==> config.mk <==
export PLATFORM = sky130hd
export DESIGN_NAME = mem_access_unit_flat
export DESIGN_NICKNAME = d
export VERILOG_FILES = /design/src/rtl/mem_access_unit_pkg.sv /design/src/rtl/mem_access_unit_if.sv /design/src/rtl/mem_access_unit_lane_align.sv /design/src/rtl/mem_access_unit.sv /design/src/flat_wrapper.sv
export SDC_FILE = /design/constraint.sdc
export NUM_CORES = 1
export LEC_CHECK = 0
export BUFFER_PORTS_ARGS = -buffer_cell sky130_fd_sc_hd__buf_2
export CAP_MARGIN = 30
export CORE_ASPECT_RATIO = 1.25
export CORE_UTILIZATION = 53
export DETAILED_ROUTE_END_ITERATION = 8
export PLACE_DENSITY = 0.81
export SLEW_MARGIN = 10
export SYNTH_ARGS = -nofsm -noshare
export SYNTH_HDL_FRONTEND = slang
export SYNTH_HIERARCHICAL = 1
export SYNTH_SLANG_ARGS = --single-unit
==> constraint.sdc <==
create_clock -name clk_i -period 2.95 [get_ports clk_i]
set_clock_uncertainty 0.2 [all_clocks]
set_input_delay 0 -clock clk_i [delete_from_list [all_inputs] [get_ports clk_i]]
set_output_delay 0 -clock clk_i [all_outputs]
set_load 0.05 [all_outputs]
==> src/rtl/mem_access_unit_pkg.sv <==
// rtl/mem_access_unit_pkg.sv - shared encodings for the memory access unit
// Contents: request op encodings, FSM state enum, lane-mask constants, word-op helper.
package mem_pkg;

  typedef enum logic [1:0] {
    OP_WORD  = 2'b00,
    OP_LEFT  = 2'b01,
    OP_RIGHT = 2'b10,
    OP_RSVD  = 2'b11
  } mem_op_e;

  typedef enum logic [1:0] {
    ST_IDLE = 2'b00,
    ST_REQ  = 2'b01,
    ST_DONE = 2'b10
  } mem_state_e;

  localparam logic [3:0]  LANE_ALL  = 4'b1111;
  localparam logic [3:0]  LANE_NONE = 4'b0000;
  localparam logic [31:0] WORD_ONES = 32'hFFFF_FFFF;

  // The reserved encoding behaves exactly like a word access.
  function automatic logic is_word_op(input mem_op_e op);
    return (op == OP_WORD) || (op == OP_RSVD);
  endfunction

endpackage

==> src/rtl/mem_access_unit_if.sv <==
// rtl/mem_access_unit_if.sv - memory-side bus between the access unit and memory
// master: drives mem_req/mem_we/mem_addr/mem_be/mem_wdata, receives mem_rdata/mem_ack.
// slave:  the memory side of the same bundle.
interface mem_access_unit_if;
  logic        mem_req;
  logic        mem_we;
  logic [31:0] mem_addr;
  logic [3:0]  mem_be;
  logic [31:0] mem_wdata;
  logic [31:0] mem_rdata;
  logic        mem_ack;

  modport master (
    output mem_req, mem_we, mem_addr, mem_be, mem_wdata,
    input  mem_rdata, mem_ack
  );

  modport slave (
    input  mem_req, mem_we, mem_addr, mem_be, mem_wdata,
    output mem_rdata, mem_ack
  );
endinterface

==> src/rtl/mem_access_unit_lane_align.sv <==
// rtl/mem_access_unit_lane_align.sv - big-endian lane alignment and merge for word/left/right ops
// Inputs : op_i, k_i (byte offset), wdata_i, byte_en_i, mem_rdata_i, rt_old_i
// Outputs: st_wdata_o/st_be_o (store lanes), ld_data_o/ld_be_o (merged load result)
module lane_align
  import mem_pkg::*;
(
  input  mem_op_e     op_i,
  input  logic [1:0]  k_i,
  input  logic [31:0] wdata_i,
  input  logic [3:0]  byte_en_i,
  input  logic [31:0] mem_rdata_i,
  input  logic [31:0] rt_old_i,
  output logic [31:0] st_wdata_o,
  output logic [3:0]  st_be_o,
  output logic [31:0] ld_data_o,
  output logic [3:0]  ld_be_o
);

  logic [1:0] k_inv;   // 3 - k for a 2-bit offset
  logic [4:0] sh_l;
  logic [4:0] sh_r;

  assign k_inv = ~k_i;
  assign sh_l  = {k_i, 3'b000};
  assign sh_r  = {k_inv, 3'b000};

  always_comb begin
    st_wdata_o = wdata_i;
    st_be_o    = byte_en_i;
    ld_data_o  = mem_rdata_i;
    ld_be_o    = LANE_ALL;
    case (op_i)
      OP_LEFT: begin
        // Memory bytes k..3 land in the register's upper bytes; low 8k bits keep rt.
        ld_data_o  = (mem_rdata_i << sh_l) | (rt_old_i & ~(WORD_ONES << sh_l));
        ld_be_o    = LANE_ALL << k_i;
        st_wdata_o = wdata_i >> sh_l;
        st_be_o    = LANE_ALL >> k_i;
      end
      OP_RIGHT: begin
        // Memory bytes 0..k land in the register's lower bytes; high bits keep rt.
        ld_data_o  = (mem_rdata_i >> sh_r) | (rt_old_i & ~(WORD_ONES >> sh_r));
        ld_be_o    = LANE_ALL >> k_inv;
        st_wdata_o = wdata_i << sh_r;
        st_be_o    = LANE_ALL << k_inv;
      end
      default: ;
    endcase
  end

endmodule

==> src/rtl/mem_access_unit.sv <==
// rtl/mem_access_unit.sv - IDLE/REQ/DONE load/store sequencer with left/right merge support
// Inputs : clk_i, rst_i (sync, active-high), req_valid_i, req_write_i, req_op_i, addr_i,
//          wdata_i, byte_en_i, rt_old_i
// Outputs: busy_o, done_o, addr_err_o, rdata_o, rd_byte_en_o
// Bus    : mem_if (master modport of mem_access_unit_if)
// Option : MEM_TIMEOUT_EN adds an 8-bit REQ watchdog that aborts with addr_err_o.
module mem_access_unit
  import mem_pkg::*;
(
  input  logic        clk_i,
  input  logic        rst_i,
  input  logic        req_valid_i,
  input  logic        req_write_i,
  input  logic [1:0]  req_op_i,
  input  logic [31:0] addr_i,
  input  logic [31:0] wdata_i,
  input  logic [3:0]  byte_en_i,
  input  logic [31:0] rt_old_i,
  output logic        busy_o,
  output logic        done_o,
  output logic        addr_err_o,
  output logic [31:0] rdata_o,
  output logic [3:0]  rd_byte_en_o,
  mem_access_unit_if.master mem_if
);

  mem_state_e  state_q;
  mem_op_e     op_q;
  logic [1:0]  k_q;
  logic        write_q;
  logic [31:0] rt_old_q;
  logic        done_q;
  logic        addr_err_q;
  logic [31:0] rdata_q;
  logic [3:0]  rd_be_q;
  logic        mem_req_q;
  logic        mem_we_q;
  logic [31:0] mem_addr_q;
  logic [3:0]  mem_be_q;
  logic [31:0] mem_wdata_q;
`ifdef MEM_TIMEOUT_EN
  localparam logic [7:0] WD_LAST = 8'd254;   // counter value on the 255th REQ cycle
  logic [7:0]  wd_q;
`endif

  mem_op_e     op_in;
  mem_op_e     op_sel;
  logic [1:0]  k_sel;
  logic [31:0] st_wdata;
  logic [3:0]  st_be;
  logic [31:0] ld_data;
  logic [3:0]  ld_be;

  assign op_in = mem_op_e'(req_op_i);

  // In IDLE the aligner shapes the live store request; afterwards it merges
  // the returning data with the latched op/offset/rt.
  assign op_sel = (state_q == ST_IDLE) ? op_in : op_q;
  assign k_sel  = (state_q == ST_IDLE) ? addr_i[1:0] : k_q;

  lane_align u_lane_align (
    .op_i        (op_sel),
    .k_i         (k_sel),
    .wdata_i     (wdata_i),
    .byte_en_i   (byte_en_i),
    .mem_rdata_i (mem_if.mem_rdata),
    .rt_old_i    (rt_old_q),
    .st_wdata_o  (st_wdata),
    .st_be_o     (st_be),
    .ld_data_o   (ld_data),
    .ld_be_o     (ld_be)
  );

  always_ff @(posedge clk_i) begin
    if (rst_i) begin
      state_q     <= ST_IDLE;
      op_q        <= OP_WORD;
      k_q         <= 2'b00;
      write_q     <= 1'b0;
      rt_old_q    <= '0;
      done_q      <= 1'b0;
      addr_err_q  <= 1'b0;
      rdata_q     <= '0;
      rd_be_q     <= LANE_NONE;
      mem_req_q   <= 1'b0;
      mem_we_q    <= 1'b0;
      mem_addr_q  <= '0;
      mem_be_q    <= LANE_NONE;
      mem_wdata_q <= '0;
`ifdef MEM_TIMEOUT_EN
      wd_q        <= '0;
`endif
    end else begin
      done_q     <= 1'b0;
      addr_err_q <= 1'b0;
      case (state_q)
        ST_IDLE: begin
          if (req_valid_i) begin
            if (is_word_op(op_in) && (addr_i[1:0] != 2'b00)) begin
              addr_err_q <= 1'b1;
            end else begin
              state_q     <= ST_REQ;
              op_q        <= op_in;
              k_q         <= addr_i[1:0];
              write_q     <= req_write_i;
              rt_old_q    <= rt_old_i;
              mem_req_q   <= 1'b1;
              mem_we_q    <= req_write_i;
              mem_addr_q  <= {addr_i[31:2], 2'b00};
              mem_be_q    <= req_write_i ? st_be : LANE_NONE;
              mem_wdata_q <= req_write_i ? st_wdata : '0;
`ifdef MEM_TIMEOUT_EN
              wd_q        <= '0;
`endif
            end
          end
        end
        ST_REQ: begin
          if (mem_if.mem_ack) begin
            state_q     <= ST_DONE;
            done_q      <= 1'b1;
            mem_req_q   <= 1'b0;
            mem_we_q    <= 1'b0;
            mem_addr_q  <= '0;
            mem_be_q    <= LANE_NONE;
            mem_wdata_q <= '0;
            if (write_q) begin
              rd_be_q <= LANE_NONE;
            end else begin
              rdata_q <= ld_data;
              rd_be_q <= ld_be;
            end
          end
`ifdef MEM_TIMEOUT_EN
          else if (wd_q == WD_LAST) begin
            state_q     <= ST_IDLE;
            addr_err_q  <= 1'b1;
            mem_req_q   <= 1'b0;
            mem_we_q    <= 1'b0;
            mem_addr_q  <= '0;
            mem_be_q    <= LANE_NONE;
            mem_wdata_q <= '0;
            wd_q        <= '0;
          end else begin
            wd_q <= wd_q + 8'd1;
          end
`endif
        end
        ST_DONE: state_q <= ST_IDLE;
        default: state_q <= ST_IDLE;
      endcase
    end
  end

  assign busy_o       = (state_q != ST_IDLE);
  assign done_o       = done_q;
  assign addr_err_o   = addr_err_q;
  assign rdata_o      = rdata_q;
  assign rd_byte_en_o = rd_be_q;

  assign mem_if.mem_req   = mem_req_q;
  assign mem_if.mem_we    = mem_we_q;
  assign mem_if.mem_addr  = mem_addr_q;
  assign mem_if.mem_be    = mem_be_q;
  assign mem_if.mem_wdata = mem_wdata_q;

endmodule

==> src/flat_wrapper.sv <==
// flat-port wrapper written by rule: the top's interface ports become plain ports
module mem_access_unit_flat import mem_pkg::*;
  (clk_i, rst_i, req_valid_i, req_write_i, req_op_i, addr_i, wdata_i, byte_en_i, rt_old_i, busy_o, done_o, addr_err_o, rdata_o, rd_byte_en_o, mem_if_mem_req, mem_if_mem_we, mem_if_mem_addr, mem_if_mem_be, mem_if_mem_wdata, mem_if_mem_rdata, mem_if_mem_ack);
  mem_access_unit_if mem_if_i ();
  input  logic clk_i;
  input  logic rst_i;
  input  logic req_valid_i;
  input  logic req_write_i;
  input  logic [1:0] req_op_i;
  input  logic [31:0] addr_i;
  input  logic [31:0] wdata_i;
  input  logic [3:0] byte_en_i;
  input  logic [31:0] rt_old_i;
  output logic busy_o;
  output logic done_o;
  output logic addr_err_o;
  output logic [31:0] rdata_o;
  output logic [3:0] rd_byte_en_o;
  output wire logic [$bits(mem_if_i.mem_req)-1:0] mem_if_mem_req;
  output wire logic [$bits(mem_if_i.mem_we)-1:0] mem_if_mem_we;
  output wire logic [$bits(mem_if_i.mem_addr)-1:0] mem_if_mem_addr;
  output wire logic [$bits(mem_if_i.mem_be)-1:0] mem_if_mem_be;
  output wire logic [$bits(mem_if_i.mem_wdata)-1:0] mem_if_mem_wdata;
  input wire logic [$bits(mem_if_i.mem_rdata)-1:0] mem_if_mem_rdata;
  input wire logic [$bits(mem_if_i.mem_ack)-1:0] mem_if_mem_ack;
  assign mem_if_mem_req = mem_if_i.mem_req;
  assign mem_if_mem_we = mem_if_i.mem_we;
  assign mem_if_mem_addr = mem_if_i.mem_addr;
  assign mem_if_mem_be = mem_if_i.mem_be;
  assign mem_if_mem_wdata = mem_if_i.mem_wdata;
  assign mem_if_i.mem_rdata = mem_if_mem_rdata;
  assign mem_if_i.mem_ack = mem_if_mem_ack;
  mem_access_unit u_core (.clk_i(clk_i), .rst_i(rst_i), .req_valid_i(req_valid_i), .req_write_i(req_write_i), .req_op_i(req_op_i), .addr_i(addr_i), .wdata_i(wdata_i), .byte_en_i(byte_en_i), .rt_old_i(rt_old_i), .busy_o(busy_o), .done_o(done_o), .addr_err_o(addr_err_o), .rdata_o(rdata_o), .rd_byte_en_o(rd_byte_en_o), .mem_if(mem_if_i));
endmodule
# --- Word level (Yosys, flattened, before mapping) ---
# Cells that the tools add are included.
totals:
  register_bits: 147
  wordCells: 90
  out_inout_bits: 109
classes:
  n_eq_ne: 7
  shifts: 10
  n_mux: 33
  n_bitwise: 12
  reduce_logical: 14
ops:
  columns: ["op", "count"]
  rows:
  - ["$pmux W32 S2", 4]
  - ["$mux W32", 6]
  - ["$and A32 B32 Y32", 2]
  - ["$not A32 Y32", 2]
  - ["$or A32 B32 Y32", 2]
  - ["$shl A32 B5 Y32", 2]
  - ["$shr A32 B5 Y32", 2]
  - ["$shl A32 B5 Y32 const A", 1]
  - ["$shr A32 B5 Y32 const A", 1]
  - ["$pmux W4 S2", 3]
  - ["$mux W4", 5]
  - ["$mux W2", 5]
  - ["$reduce_and A3 Y1", 3]
  - ["$shl A4 B2 Y4 const A", 2]
  - ["$shr A4 B2 Y4 const A", 2]
  - ["$mux W1", 7]
  - ["$ne A2 B2 Y1 const B", 3]
  - ["$reduce_bool A2 Y1", 3]
  - ["$not A1 Y1", 5]
  - ["$eq A2 B1 Y1 const B", 2]
  - ["$eq A2 B2 Y1 const B", 2]
  - ["$logic_not A2 Y1", 2]
  - ["$pmux W1 S2", 2]
  - ["$pmux W2 S2", 1]
  - ["other kinds (7)", 7]

# --- Longest topological paths before layout ---
# Gate-level depths: netlist of the first run.
logic_depth:
  ltp_word: 9
  mapped_depth: 14
  mapped_depth_nobuf: 11

# --- By module ---
# Netlist of the first run, hierarchy kept.
modules_own_cells:
  columns: ["mod", "cells_per_inst", "seq_area_each_um2", "n_inst", "area_per_inst_um2"]
  rows:
  - ["mem_access_unit", 651, 2902.8, 1, 5886.9]
  - ["lane_align", 375, 0.0, 1, 2816.5]

# --- Least setup slack after synthesis of the first run ---
# OpenSTA, ideal clock, no wires.
synth_path:
  path_kind: "reg-to-reg"
  startpoint: "reg u_core.state_q[1]"
  endpoint: "reg u_core.rd_be_q[1] (netlist: u_core/rd_byte_en_o[1])"
  stages_incl_launch_ff: 10
  synth_period_minus_slack_ps: 2710
  required_time_ps: 2680
  t_arrival_ps: 2440
  slack_ps: 240
  path_cell_list: "dfxtp_1 -> nor2_1 -> inv_1 -> o21ai_0 -> ha_1 -> inv_1 -> clkbuf_1 -> o211ai_1 -> or3b_2 -> a21oi_1"
synth_via:
  word_cells_on_any_way: 12
  cone_classes: "3 x eq/ne; 2 x shift; 4 x mux; 1 x bitwise; 2 x reduce/logical"
synth_rtl:
  columns: ["element", "line", "source"]
  rows:
  - ["start, declared", "mem_access_unit.sv:27", "mem_state_e state_q;"]
  - ["start signal, assigned", "mem_access_unit.sv:76", "state_q <= ST_IDLE;"]
  - ["start signal, assigned", "mem_access_unit.sv:102", "state_q <= ST_REQ;"]
  - ["start signal, assigned", "mem_access_unit.sv:120", "state_q <= ST_DONE;"]
  - ["$logic_not A2 Y1 *", "mem_access_unit.sv:58", "assign op_sel = (state_q == ST_IDLE) ? op_in : op_q;"]
  - ["$mux W2 *", "mem_access_unit.sv:58", null]
  - ["via u_core.op_sel[1]", "mem_access_unit.sv:47", "mem_op_e op_sel;"]
  - ["$eq A2 B2 Y1 or $eq A2 B1 Y1 (tied branches)", "mem_access_unit_lane_align.sv:32", "case (op_i)"]
  - ["$pmux W4 S2 *", "mem_access_unit_lane_align.sv:32", null]
  - ["via u_core.ld_be[1]", "mem_access_unit.sv:52", "logic [3:0] ld_be;"]
  - ["$mux W4 *", "mem_access_unit.sv:127", "if (write_q) begin"]
  - ["end signal, assigned", "mem_access_unit.sv:131", "rd_be_q <= ld_be;"]
  - ["end, declared", "mem_access_unit.sv:35", "logic [3:0] rd_be_q;"]
# The timed path passes the listed nets; every way through them passes the cells marked *.
# A chain may end at the register's enable or synchronous reset.

# --- Final worst setup path of the first run ---
layout_path:
  startpoint: "reg u_core.state_q[1]"
  endpoint: "reg u_core.rdata_q[30] (netlist: u_core/rdata_o[30])"
layout_via:
  elab_chain_cells: 8
  word_cells_on_any_way: 19
  cone_classes: "3 x eq/ne; 4 x shift; 3 x mux; 7 x bitwise; 2 x reduce/logical"
layout_lines:
  columns: ["element", "line", "source"]
  rows:
  - ["$logic_not A2 Y1 *", "mem_access_unit.sv:59", "assign k_sel = (state_q == ST_IDLE) ? addr_i[1:0] : k_q;"]
  - ["$mux W2 *", "mem_access_unit.sv:59", null]
  - ["via u_core.k_sel[1]", "mem_access_unit.sv:48", "logic [1:0] k_sel;"]
  - ["$not A2 Y2", "mem_access_unit_lane_align.sv:23", "assign k_inv = ~k_i;"]
  - ["$shr A32 B5 Y32", "mem_access_unit_lane_align.sv:42", "ld_data_o = (mem_rdata_i >> sh_r) | (rt_old_i & ~(WORD_ONES >> sh_r));"]
  - ["$not A32 Y32", "mem_access_unit_lane_align.sv:42", null]
  - ["$and A32 B32 Y32", "mem_access_unit_lane_align.sv:42", null]
  - ["$or A32 B32 Y32", "mem_access_unit_lane_align.sv:42", null]
  - ["$pmux W32 S2 *", "mem_access_unit_lane_align.sv:32", null]
  - ["via u_core.ld_data[30]", "mem_access_unit.sv:51", "logic [31:0] ld_data;"]
  - ["end signal, assigned", "mem_access_unit.sv:130", "rdata_q <= ld_data;"]
  - ["end, declared", "mem_access_unit.sv:34", "logic [31:0] rdata_q;"]
# Marks and branches as above.

==> results.sh, run 1 <==
export IMPL_cts_root_buf="clkbuf_16"
export IMPL_r2r_slack_ns=0.08
export IMPL_io_buffers=245
export IMPL_power_mw=6.34
export IMPL_crit_family="compound AO/OA/AOI/OAI gates"
export IMPL_vias_per_cell=6.08
export IMPL_cts_buffers=17
export IMPL_critPathMaxFanout=13
export IMPL_die_h_um=145
export IMPL_synthCells=1026
export IMPL_place_gp_congestion=0.997
export IMPL_ios=248
export IMPL_max_freq_mhz=348
export IMPL_yosys_cell_types_count=63
export IMPL_clk_pin_slew_ns=0.07
export IMPL_crit_path_cell_trace="nor2_1 > buf_4 > mux2_2 > and2_1 > o21ai_0 > o2bb2ai_1 > a2bb2oi_1 > nand2_1 > a21oi_1"
export IMPL_grtUsageTotal=0.377
export IMPL_vias=9715
export IMPL_hold_viol=0
export IMPL_clk_path_buf_depth=2
export IMPL_fin_nets=1509
export IMPL_synthArstFlopShare=0
export IMPL_ant_nets=0
export IMPL_die_area_um2=16900
export IMPL_num_fill_cells=1179
export IMPL_synth_area_top_cells="dfxtp_1 (33%), mux2i_1 (16%), nand2_1 (8.7%), nand3_1 (6.5%), a21oi_1 (3.2%)"
export IMPL_tritoncts="yes"
export IMPL_worst_setup_path_type="reg2reg"
export IMPL_synth_top_area_cell="dfxtp_1"
export IMPL_grt_max_degree=74
export IMPL_core_area_um2=16100
export IMPL_slowest_stage="o21ai_0"
export IMPL_placed_cell_area_um2=9990
export IMPL_path_buf_inv=1
export IMPL_period_minus_slack_ns=2.87
export IMPL_setup_viol=0
export IMPL_syn_area_um2=8700
export IMPL_die_x_um=117
export IMPL_synth_top_area_share=0.334
export IMPL_routed_wl_um=32000
export IMPL_cts_max_level=4
export IMPL_sw_frac_of_total=0.352
export IMPL_seqPwrFrac=0.338
export IMPL_r2r_start="u_core/state_q[1]"
export IMPL_antenna_found_initial=1
export IMPL_max_slew_margin_rel=0.488
export IMPL_worst_setup_path_start_kind="flop"
export IMPL_hold_path_class="in2reg"
export IMPL_final_common_cell="buf_2"
export IMPL_rows=52
export IMPL_p_leak_nw=5.30
export IMPL_reg2reg_to="u_core/rdata_o[30]"
export IMPL_crit_path_start="u_core/state_q[1]"
export IMPL_comb_power_share=0.319
export IMPL_most_common_layout_cells="buf_2 (245), nand2_1 (201), dfxtp_1 (145), dlygate4sd3_1 (140), mux2i_1 (139)"
export IMPL_postLayoutCellArea_um2=12000
export IMPL_worstSetupEndpoint="u_core/rdata_o[30]"
export IMPL_grt_pass1_wl_um=48900
export IMPL_intPower_mw=4.10
export IMPL_ys_seq_elements=145
export IMPL_start_util=0.539
export IMPL_drc=0
export IMPL_status="finished clean"
export IMPL_rsz0062_at_grt="yes"
export IMPL_post_drt_wl_per_cell_um=20.0
export IMPL_yosysWarnings=6
export IMPL_drt_iter0_markers=1240
export IMPL_ys_seq_area_frac=0.334
export IMPL_worstMarginPinSlew_ns=0.768
export IMPL_switchingPower_mw=2.23
export IMPL_crit_path_max_incr_delay_ns=0.60
export IMPL_grt_pass1_vias=9402
export IMPL_dp_hpwl_um=19400
export IMPL_synth_edf_count=0
export IMPL_p_clk_frac=0.342
export IMPL_overflow=0
export IMPL_maxCapViolations=0
export IMPL_first_pass_iters=6
export IMPL_synth_ff_type="dfxtp_1"
export IMPL_worstPathRequired_ns=3.07
export IMPL_p_per_area_nw_per_um2=529
export IMPL_fin_crit_sh=0.974
export IMPL_cts_setup_buffers=0
export IMPL_endpoint_kind="flop"
export IMPL_reg2reg_depth=9
export IMPL_area_delta_synth_final_pct=37.6
export IMPL_cts_sinks=145
export IMPL_arrival_ns=2.99
export IMPL_avgSynthCellArea_um2=8.48
export IMPL_layout_drive_gt1_share=0.272
export IMPL_clock_latency_ns=0.44
export IMPL_peakVddDrop_uv=326
export IMPL_slew_viol_final=0
export IMPL_worst_path_stages=9
-- cell usage after synthesis, types with 14 or more instances --
| cell | instances |
|---|---|
| buf_2 | 20 |
| nor2_1 | 27 |
| mux2_2 | 14 |
| a21oi_1 | 56 |
| a22o_1 | 23 |
| clkbuf_1 | 56 |
| nand2_1 | 201 |
| o21ai_0 | 28 |
| mux2i_1 | 139 |
| nand3_1 | 113 |
| a22oi_1 | 18 |
| dfxtp_1 | 145 |
-- power groups by stage --
stage	Sequential (mW)	Clock (mW)	Combinational [mW]
2_1_floorplan	2.41	0	1.09
3_3_place_gp	2.18	0	1.78
3_5_place_dp	2.18	0	1.80
4_1_cts	2.14	2.18	1.95
5_1_grt	2.15	2.27	2.13
6_report	2.14	2.17	2.02
-- timing repair --
action | 4_1_cts | 5_1_grt
endpoints found under the hold margin | 145 | 0
hold buffers | 140 | 0
resized for setup | 0 | 1
setup endpoints to repair | 0 | 7
-- sequential cells by signal (all words and copies together) (netlist names) --
signal,count
u_core/mem_if.mem_be,4
u_core/mem_if.mem_addr,30
u_core/rdata_o,32
u_core/k_q,2
u_core/state_q,2
u_core/mem_if.mem_wdata,32
u_core/write_q,1
u_core/op_q,2
u_core/addr_err_o,1
u_core/mem_if.mem_we,1
u_core/mem_if.mem_req,1
u_core/rt_old_q,32
u_core/done_o,1
u_core/rd_byte_en_o,4
-- metrics by stage --
step	hold WS (ns)	worst slack (ns)	setup TNS (ns)	instances	util
final	0.0907	0.0766	0	1599	0.742
after CTS	0.0970	0.185	0	1597	0.742
after floorplan	-0.0579	0.240	0	1027	-
after detailed placement	0.0520	0.214	0	1425	0.619
after global placement	0.0468	0.268	0	1425	0.619
after global routing	0.111	-0.0302	-0.0302	1598	0.742
-- cell families (layout without fill, tap and decap cells) --
group                      after synthesis  count (layout)  share of synthesized area
DFF                                    145             145                      0.334
other                                    1               4                   0.000431
xor gates and xnor gates                 1               1                    0.00101
and+or+nand+nor                        378             378                      0.195
AOI/OAI and AO/OA                      213             213                      0.172
muxes                                  172             172                      0.218
adders and majority gates                2               2                    0.00287
buffers and inverters                  114             468                     0.0775
-- layer usage --
layer  up-vias  share of wire  track usage
met5         -              0            0
met4         0          0.072        0.288
met3       165          0.084       0.0952
met2       639           0.49        0.609
met1      4526           0.36        0.418
li1       4385              -            -
-- worst min path at each step --
| stage | from | end | slack (ns) | depth (start not counted) |
|---|---|---|---|---|
| after floorplan | rt_old_i[15] | u_core/rt_old_q[15] | -0.06 | 2 |
| after global placement | addr_i[4] | u_core/mem_if.mem_addr[4] | 0.05 | 3 |
| after detailed placement | rt_old_i[16] | u_core/rt_old_q[16] | 0.05 | 3 |
| after CTS | req_valid_i | u_core/k_q[0] | 0.1 | 4 |
| after global routing | req_valid_i | u_core/k_q[0] | 0.11 | 4 |
| final | req_valid_i | u_core/k_q[0] | 0.09 | 4 |
-- tightest hold or removal path, delay by kind of cell --
kind,cells,cell delay [ns]
simple gates,2,0.37
buf+inv,1,0.11
compound gates,1,0.21
-- final cells by class --
class | instances | area (µm²) | share of cell area
Inverter | 9 | 36.3 | 0.00303
Sequential cell | 145 | 2900 | 0.242
Clock buffer | 18 | 439 | 0.0367
Clock inverter | 14 | 143 | 0.0119
Tap cell | 216 | 270 | 0.0226
Timing Repair Buffer | 427 | 3030 | 0.253
Antenna cell | 2 | 5.00 | 0.000418
Multi-Input combinational cell | 768 | 5150 | 0.430
No activity file was read; power rests on OpenSTA's default activity.
==> inputs of run 2 (changes only) <==
--- a/config.mk
+++ b/config.mk
@@ -8,9 +8,10 @@
 export BUFFER_PORTS_ARGS = -buffer_cell sky130_fd_sc_hd__buf_2
 export CAP_MARGIN = 30
 export CORE_ASPECT_RATIO = 1.25
-export CORE_UTILIZATION = 53
+export CORE_MARGIN = 4
+export CORE_UTILIZATION = 30
 export DETAILED_ROUTE_END_ITERATION = 8
-export PLACE_DENSITY = 0.81
+export PLACE_DENSITY = 0.51
 export SLEW_MARGIN = 10
 export SYNTH_ARGS = -nofsm -noshare
 export SYNTH_HDL_FRONTEND = slang
==> run 2 against run 1 <==
- sequential cell count stayed put
- clock power hardly changed
- via count is 5.7% lower
==> results.sh, run 2 (same netlist as run 1, synthesis figures left out) <==
export IMPL_drc=0
export IMPL_fin_crit_sh=0.931
export IMPL_clock_latency_ns=0.43
export IMPL_start_util=0.305
export IMPL_grt_max_degree=64
export IMPL_max_slew_margin_rel=0.476
export IMPL_endpoint_kind="flop"
export IMPL_finalSetupTns_ns=0
export IMPL_hold_path_class="in2reg"
export IMPL_cts_buffers=17
export IMPL_r2r_start="u_core/state_q[1]"
export IMPL_antenna_found_initial=0
export IMPL_max_freq_mhz=364
export IMPL_vias_per_cell=5.19
export IMPL_die_h_um=198
export IMPL_ant_nets=0
export IMPL_num_antenna_cells=0
export IMPL_clk_path_buf_depth=2
export IMPL_worstMarginPinSlew_ns=0.786
export IMPL_die_x_um=160
export IMPL_multiInputGateArea_um2=5150
export IMPL_worstPathRequired_ns=3.11
export IMPL_crit_path_start="u_core/state_q[1]"
export IMPL_cts_setup_buffers=0
export IMPL_fin_hold_ws_ns=0.137
export IMPL_ios=248
export IMPL_worstSetupEndpoint="u_core/mem_if.mem_wdata[21]"
export IMPL_period_minus_slack_ns=2.75
export IMPL_cts_max_level=4
export IMPL_reg2reg_to="u_core/mem_if.mem_wdata[21]"
export IMPL_overflow=0
export IMPL_critPathMaxFanout=13
export IMPL_tritoncts="yes"
export IMPL_r2r_slack_ns=0.20
export IMPL_placed_cell_area_um2=10200
export IMPL_dp_hpwl_um=23500
export IMPL_p_per_area_nw_per_um2=513
export IMPL_grt_pass1_vias=9252
export IMPL_p_leak_nw=5.43
export IMPL_rows=69
export IMPL_clk_pin_slew_ns=0.07
export IMPL_drt_iter0_markers=671
export IMPL_worst_setup_path_type="reg2reg"
export IMPL_status="finished clean"
export IMPL_postLayoutCellArea_um2=12400
export IMPL_setup_viol=0
export IMPL_power_mw=6.36
export IMPL_rsz0062_at_grt="no"
export IMPL_final_common_cell="buf_2"
export IMPL_reg2reg_depth=10
export IMPL_post_drt_wl_per_cell_um=19.1
export IMPL_grtUsageTotal=0.207
export IMPL_first_pass_iters=5
export IMPL_die_area_um2=31800
export IMPL_area_delta_synth_final_pct=42.4
export IMPL_arrival_ns=2.91
export IMPL_num_fill_cells=2875
export IMPL_worst_setup_path_start_kind="flop"
export IMPL_io_buffers=245
export IMPL_fin_nets=1538
export IMPL_layout_drive_gt1_share=0.269
export IMPL_most_common_layout_cells="buf_2 (245), nand2_1 (201), dlygate4sd3_1 (165), dfxtp_1 (145), mux2i_1 (139)"
export IMPL_peakVddDrop_uv=360
export IMPL_place_gp_congestion=0.833
export IMPL_maxCapViolations=0
export IMPL_cts_root_buf="clkbuf_16"
export IMPL_hold_viol=0
export IMPL_routed_wl_um=33600
export IMPL_ff_latch_area_um2=2900
export IMPL_cts_sinks=145
export IMPL_slew_viol_final=0
export IMPL_vias=9166
export IMPL_core_area_um2=28500
export IMPL_grt_pass1_wl_um=52300
run 2: final cells by class:
class	instances	share of cell area
clock buffers	18	0.0354
clock inverters	14	0.0117
flip-flops and latches	145	0.234
well taps	355	0.0358
inverters	9	0.00293
multi-input cells	768	0.416
repair buffers	456	0.264
run 2: how the worst min path moves through the flow:
stage | cells after the start | startpoint | end
after CTS | 4 | req_valid_i | u_core/k_q[1]
final | 4 | req_valid_i | u_core/k_q[1]
after detailed placement | 3 | rt_old_i[21] | u_core/rt_old_q[21]
after global routing | 4 | req_valid_i | u_core/k_q[1]
after global placement | 3 | addr_i[3] | u_core/mem_if.mem_addr[3]
after floorplan | 2 | rt_old_i[15] | u_core/rt_old_q[15]
run 2: where the power goes:
| part | internal (mW) | switching, mW |
|---|---|---|
| Clock | 1.21 | 0.975 |
| Combinational | 0.845 | 1.19 |
| Sequential | 2.07 | 0.0781 |
| Total | 4.12 | 2.24 |
run 2: per-stage QoR:
stage	cells	setup WS, ns	utilization
2_1_floorplan	1027	0.240	-
3_3_place_gp	1568	0.191	0.356
3_5_place_dp	1568	0.157	0.356
4_1_cts	1765	0.158	0.435
5_1_grt	1765	0.0115	0.435
6_report	1765	0.205	0.435
run 2: worst max-delay path: stages, from the launching register on:
cell and delay [ns]:
dfxtp_1 0.36, nor2_2 0.22, mux2_2 0.37, inv_1 0.06, ha_1 0.28, inv_2 0.25
buf_4 0.23, nand2_1 0.14, o21ai_0 0.30, nand3_1 0.12, mux2i_1 0.14
run 2: what timing repair did:
item / CTS / global route
resized for setup: 0 / 1
setup endpoints to repair: 0 / 8
hold buffers: 165 / 0
endpoints found under the hold margin: 142 / 0
run 2: layer usage:
metal  share of wire  global-route usage  vias up
met5               0                   0        -
met4           0.033              0.0851        0
met3           0.048              0.0292       51
met2            0.52               0.375      307
met1            0.40               0.245     4375
li1                -                   -     4433
